$ cat src/rtl/br_rsv_station.sv
// Branch/JALR reservation station: CDB wakeup, one issue per cycle to cmp one cycle after an entry is ready.
// disp_ready drops when full and cmp_busy holds issue. Define BR_RS_AGE_ORDER_EN to issue the oldest ready entry.
module br_rsv_station #(
  parameter int RS_DEPTH  = 4,
  parameter int ROB_IDX_W = 6,
  parameter int BR_TAG_W  = 4
) (
  input  logic                         clk,
  input  logic                         rst,
  input  logic                         flush,
  input  logic                         disp_valid,
  output logic                         disp_ready,
  input  logic                         disp_cmp_type,
  input  logic [2:0]                   disp_cmp_op,
  input  logic [31:0]                  disp_imm,
  input  logic [31:0]                  disp_pc,
  input  logic [BR_TAG_W-1:0]          disp_br_tag,
  input  logic [ROB_IDX_W-1:0]         disp_rob_idx,
  input  logic                         disp_a_rdy,
  input  logic [ROB_IDX_W-1:0]         disp_a_tag,
  input  logic [31:0]                  disp_a_val,
  input  logic                         disp_b_rdy,
  input  logic [ROB_IDX_W-1:0]         disp_b_tag,
  input  logic [31:0]                  disp_b_val,
  input  logic                         cdb_valid,
  input  logic [ROB_IDX_W-1:0]         cdb_rob_idx,
  input  logic [31:0]                  cdb_data,
  input  logic                         cmp_busy,
  output logic                         issue_out,
  output logic                         issue_cmp_type,
  output logic [2:0]                   issue_cmp_op,
  output logic [31:0]                  issue_imm,
  output logic [31:0]                  issue_pc,
  output logic [BR_TAG_W-1:0]          issue_br_tag,
  output logic [ROB_IDX_W-1:0]         issue_rob_idx,
  output logic [31:0]                  issue_a,
  output logic [31:0]                  issue_b,
  output logic [$clog2(RS_DEPTH):0]    rs_count
);

  localparam int IDX_W = $clog2(RS_DEPTH);
  localparam int CNT_W = IDX_W + 1;

  typedef struct packed {
    logic                 valid;
    logic                 cmp_type;
    logic [2:0]           cmp_op;
    logic [31:0]          imm;
    logic [31:0]          pc;
    logic [BR_TAG_W-1:0]  br_tag;
    logic [ROB_IDX_W-1:0] rob_idx;
    logic                 a_rdy;
    logic [ROB_IDX_W-1:0] a_tag;
    logic [31:0]          a_val;
    logic                 b_rdy;
    logic [ROB_IDX_W-1:0] b_tag;
    logic [31:0]          b_val;
`ifdef BR_RS_AGE_ORDER_EN
    logic [IDX_W-1:0]     age;
`endif
  } entry_t;

  entry_t              ent_q [RS_DEPTH];
  entry_t              ent_d [RS_DEPTH];
  entry_t              new_ent;
  logic [CNT_W-1:0]    count_q, count_d;
  logic [RS_DEPTH-1:0] rdy_vec;
  logic                sel_vld, free_vld, issue, do_disp;
  logic [IDX_W-1:0]    sel_idx, free_idx;
`ifdef BR_RS_AGE_ORDER_EN
  logic [IDX_W-1:0]    best_age;
`endif

  assign disp_ready = (count_q < CNT_W'(RS_DEPTH));
  assign do_disp    = disp_valid && disp_ready && free_vld && !flush;
  assign issue      = sel_vld && !cmp_busy && !flush;
  assign rs_count   = count_q;

  // Selection looks only at registered state, so a CDB wakeup issues no earlier than the next cycle.
  always_comb begin
    rdy_vec  = '0;
    sel_vld  = 1'b0;
    sel_idx  = '0;
    free_vld = 1'b0;
    free_idx = '0;
`ifdef BR_RS_AGE_ORDER_EN
    best_age = '1;
`endif
    for (int i = 0; i < RS_DEPTH; i++) begin
      rdy_vec[i] = ent_q[i].valid && ent_q[i].a_rdy && ent_q[i].b_rdy;
      if (!ent_q[i].valid && !free_vld) begin
        free_vld = 1'b1;
        free_idx = IDX_W'(i);
      end
`ifdef BR_RS_AGE_ORDER_EN
      if (rdy_vec[i] && (!sel_vld || ent_q[i].age < best_age)) begin
        sel_vld  = 1'b1;
        sel_idx  = IDX_W'(i);
        best_age = ent_q[i].age;
      end
`else
      if (rdy_vec[i] && !sel_vld) begin
        sel_vld = 1'b1;
        sel_idx = IDX_W'(i);
      end
`endif
    end
  end

  always_comb begin
    new_ent          = '0;
    new_ent.valid    = 1'b1;
    new_ent.cmp_type = disp_cmp_type;
    new_ent.cmp_op   = disp_cmp_op;
    new_ent.imm      = disp_imm;
    new_ent.pc       = disp_pc;
    new_ent.br_tag   = disp_br_tag;
    new_ent.rob_idx  = disp_rob_idx;
    new_ent.a_rdy    = disp_a_rdy;
    new_ent.a_tag    = disp_a_tag;
    new_ent.a_val    = disp_a_val;
    new_ent.b_rdy    = disp_b_rdy;
    new_ent.b_tag    = disp_b_tag;
    new_ent.b_val    = disp_b_val;
    if (!disp_a_rdy && cdb_valid && cdb_rob_idx == disp_a_tag) begin
      new_ent.a_rdy = 1'b1;
      new_ent.a_val = cdb_data;
    end
    if (!disp_b_rdy && cdb_valid && cdb_rob_idx == disp_b_tag) begin
      new_ent.b_rdy = 1'b1;
      new_ent.b_val = cdb_data;
    end
    // JALR has no second source; never let it wait on one.
    if (!disp_cmp_type) new_ent.b_rdy = 1'b1;
  end

  always_comb begin
    count_d = count_q;
    if (do_disp && !issue)      count_d = count_q + 1'b1;
    else if (!do_disp && issue) count_d = count_q - 1'b1;
    if (flush) count_d = '0;
  end

  always_comb begin
    for (int i = 0; i < RS_DEPTH; i++) begin
      ent_d[i] = ent_q[i];
      if (ent_q[i].valid && cdb_valid) begin
        if (!ent_q[i].a_rdy && ent_q[i].a_tag == cdb_rob_idx) begin
          ent_d[i].a_rdy = 1'b1;
          ent_d[i].a_val = cdb_data;
        end
        if (!ent_q[i].b_rdy && ent_q[i].b_tag == cdb_rob_idx) begin
          ent_d[i].b_rdy = 1'b1;
          ent_d[i].b_val = cdb_data;
        end
      end
`ifdef BR_RS_AGE_ORDER_EN
      if (issue && ent_q[i].valid && ent_q[i].age > ent_q[sel_idx].age)
        ent_d[i].age = ent_q[i].age - 1'b1;
`endif
      if (issue && sel_idx == IDX_W'(i)) ent_d[i].valid = 1'b0;
      if (do_disp && free_idx == IDX_W'(i)) begin
        ent_d[i] = new_ent;
`ifdef BR_RS_AGE_ORDER_EN
        ent_d[i].age = IDX_W'(count_d - 1'b1);
`endif
      end
      if (flush) ent_d[i].valid = 1'b0;
    end
  end

  always_ff @(posedge clk) begin
    if (rst) begin
      count_q <= '0;
      for (int i = 0; i < RS_DEPTH; i++) ent_q[i] <= '0;
    end else begin
      count_q <= count_d;
      for (int i = 0; i < RS_DEPTH; i++) ent_q[i] <= ent_d[i];
    end
  end

  always_comb begin
    issue_out      = issue;
    issue_cmp_type = 1'b0;
    issue_cmp_op   = '0;
    issue_imm      = '0;
    issue_pc       = '0;
    issue_br_tag   = '0;
    issue_rob_idx  = '0;
    issue_a        = '0;
    issue_b        = '0;
    if (issue) begin
      issue_cmp_type = ent_q[sel_idx].cmp_type;
      issue_cmp_op   = ent_q[sel_idx].cmp_op;
      issue_imm      = ent_q[sel_idx].imm;
      issue_pc       = ent_q[sel_idx].pc;
      issue_br_tag   = ent_q[sel_idx].br_tag;
      issue_rob_idx  = ent_q[sel_idx].rob_idx;
      issue_a        = ent_q[sel_idx].a_val;
      issue_b        = ent_q[sel_idx].b_val;
    end
  end

endmodule

$ cat config.mk
export PLATFORM = sky130hd
export DESIGN_NAME = br_rsv_station
export DESIGN_NICKNAME = d
export VERILOG_FILES = /design/src/rtl/br_rsv_station.sv
export SDC_FILE = /design/constraint.sdc
export NUM_CORES = 2
export LEC_CHECK = 0
export ABC_AREA = 1
export CORE_ASPECT_RATIO = 0.6
export CORE_MARGIN = 3
export CORE_UTILIZATION = 37
export DETAILED_ROUTE_END_ITERATION = 8
export GPL_ROUTABILITY_DRIVEN = 1
export SYNTH_ARGS = -nofsm -noshare
export SYNTH_HDL_FRONTEND = slang
export SYNTH_SLANG_ARGS = --single-unit
$ cat constraint.sdc
create_clock -name clk -period 2.5 [get_ports clk]
set_input_delay 0.5 -clock clk [delete_from_list [all_inputs] [get_ports clk]]
set_output_delay 0.5 -clock clk [all_outputs]
set_load 0.01 [all_outputs]
==> impl_metrics.yaml <==
finish:
  drive_gt1_share_pct: 17.7
  nets: 5770
  stdcell_count: 6787
  postLayoutCoreUtil_pct: 51.7
  fillers: 8625
  syn2layout_area_growth_pct: 37.8
logic_synthesis:
  synth-seq-area-share_pct: 38.2
  synthCells: 5095
  synth-seq-cells: 631
  synth.distinct_cells: 38
  synth-simple-area-share_pct: 33.9
  synth_compound_area_share_pct: 16.5
  synth_area_mm2: 0.0330
  synth_fa_ha_area_share_pct: 0.0985
  synth_area_per_cell_um2: 6.48
  synth_xor_area_share_pct: 0.451
  synth_nets: 5297
  synth_top_family_by_area: "simple AND/OR/NAND/NOR gates"
  synthMuxAreaShare_pct: 0
  synth_warnings: 0
sta:
  maxSlewHeadroom_pct: 52.1
  setup_viol: 143
  fin_crit_sh_pct: 122
  rsz0062_at_grt: "yes"
  final.min_clock_period_ns: 3.04
  whs_ns: 0.349
  drv_slew: 0
  timing.fmax_mhz: 328
  skew_ns: 0.0311
  layout_setup_ws_ns: -0.545
  hold_viol: 0
  worst_pin_slew_ns: 0.717
power:
  total_power_mw: 23.0
  p_leak_nw: 20.2
  ir_drop_mv: 0.396
  power_per_cell_area_mw_per_mm2: 506
routing:
  met2WireLength_um: 60700
  drt_iter0_markers: 5657
  top_layer_used: "met5"
  avgViaCountPerCell: 5.68
  routedWlPerCell_um: 23.0
  wl_met3_um: 22600
  wl_met1_um: 67900
  vias: 38541
  drc_errors: 0
  drtPass1Iterations: 7
  drtAntennaViolNets: 0
  routed_wirelength_um: 156000
floorplan:
  start_util_pct: 37.5
  ios: 347
  fp-row-count: 84
  coreArea_mm2: 0.0881
  die_area_mm2: 0.0930
  die_x_um: 392
  die_h_um: 237
min_path:
  min_from: "rst"
  min_path_type: "input pin to flip-flop"
clocking:
  htree_levels: 3
  cts-buffers-inserted: 67
  clock_sink_count: 631
  cts_hold_buffers: 0
  clock_path_buffers: 3
  clk_pin_slew_worst_paths_ns: 0.06
  cts-root-buf: "clkbuf_16"
  cts_tree: "yes"
  clock_latency_ns: 0.66
worst_setup_path:
  worst_ep_arrival_time_ns: 2.54
  critPathLaunchType: "flip-flop"
  worstPathRequired_ns: 2.00
  r2r-start: "ent_q[3][77]"
  cp-end-kind: "output port"
  path_class: "flip-flop to output port"
  cp_max_fo: 5
  critical_path.startpoint: "ent_q[0][77]"
place:
  hpwl_um: 96100
  gp_congestion: 1.02
  post-place-ws_ns: -0.821
  port_buffers: 346
  dp.cells: 6525
global_route:
  track_usage_pct: 31.9
  grt_max_degree: 137
  grt_pass1_wl_um: 226000
  antenna_found_initial: 10
  grt-ovfl-total: 0
  first_global_vias: 34452
flow_run:
  maxCapViolCount: 0
status:
  failed_checks: "negative setup slack"
  status: "finished, violations left"
==> critical path, stage by stage, from the launching register on <==
cell and delay, ns:
dfxtp_2 0.34, nand3_2 0.09, nand2_2 0.11, inv_2 0.06, nand2_4 0.11, nand2_8 0.07
buf_12 0.14, buf_8 0.14, buf_16 0.15, buf_6 0.12, or2_0 0.20, o211ai_1 0.08
nand3_1 0.10, buf_6 0.15
==> layout by cell type (no fill, tap or decap), types with 12 or more instances in the layout <==
cell type	instances
nand3b_1	79
o21ai_2	37
o211ai_1	54
o21ai_1	47
clkbuf_16	76
buf_4	252
nand3_2	47
clkbuf_8	17
buf_12	141
nand2_1	746
nand4_1	107
inv_1	441
clkdlybuf4s50_1	202
o21ai_0	521
nand2_4	26
a21oi_1	285
a22o_1	43
inv_2	12
dfxtp_1	619
buf_2	87
buf_16	32
clkbuf_1	17
xnor2_1	12
nand2_2	53
nand3_1	748
nor2_1	684
a21oi_2	23
buf_6	82
==> report_power, final <==
part	total, mW	switching, mW	internal (mW)
Clock	10.3	4.56	5.76
Combinational	2.36	1.46	0.899
Sequential	10.4	0.101	10.3
==> layout make-up <==
class                   count  area [µm²]  share of cell area, %
diodes                      6        15.0                 0.0330
clock buffers             102        2000                   4.39
clock inverters            19         178                  0.390
inverters                 463        1830                   4.02
multi-input cells        3581       18000                   39.5
flip-flops and latches    631       12600                   27.8
well taps                1161        1450                   3.19
repair buffers            823        9430                   20.7
repair inverters            1        11.3                 0.0247
==> metrics by stage <==
step	TNS [ns]	cell area, µm²
floorplan	0	33000
global placement	-119.92	40200
detailed placement	-120.77	40200
CTS	-62.76	44500
global route	-72.17	45500
finish	-60.35	45500
==> synth_stat cells, drive strengths merged <==
cell type / instances / area, µm²
a211oi: 2 / 15.0
a21o: 1 / 7.51
a21oi: 310 / 1550
a22o: 43 / 377
a31oi: 4 / 25.0
buf: 174 / 887
clkbuf: 246 / 923
clkinv: 1 / 3.75
dfxtp: 631 / 12600
fa: 1 / 20.0
ha: 1 / 12.5
inv: 462 / 1730
nand2: 830 / 3150
nand3: 802 / 4040
nand3b: 80 / 604
nand4: 107 / 669
nor2: 698 / 2650
nor3: 5 / 40.0
o211ai: 54 / 405
o21a: 1 / 7.51
o21ai: 615 / 3080
or2: 10 / 62.6
xnor2: 12 / 105
xor2: 5 / 43.8
==> registers in the layout, indices dropped and copies added, names as in the netlist <==
register	cells
rs_count	3
ent_q	628
==> layer usage <==
metal  up-vias  global-route usage (%)
met2      2452                    42.2
met4        14                    9.36
met1     17957                    47.0
li1      17776                       -
met3       342                    12.0
met5         -                    2.58
==> worst paths after layout <==
| check | to | cells past startpoint | slack [ns] |
|---|---|---|---|
| setup / recovery | issue_b[2] | 13 | -0.54 |
| hold / removal | ent_q[0][92] | 4 | 0.35 |
| setup reg to reg | rs_count[2] | 13 | 0.11 |
| hold reg to reg | ent_q[1][111] | 2 | 0.45 |
==> logic make-up after synthesis <==
kind of cell / count (synthesis)
simple gates: 2532
compound gates: 1030
buf+inv: 883
flops: 631
xor+xnor: 17
fa+ha+maj: 2
==> repair_timing <==
action / 4_1_cts / 5_1_grt
gates resized for setup: 849 / 252
hold endpoints to repair: 0 / 0
endpoints found under the setup margin: 144 / 144
setup buffers: 72 / 41
pin swaps: 53 / 71
cloned: 34 / 8
Note: power is estimated with default switching activity, not from simulation.
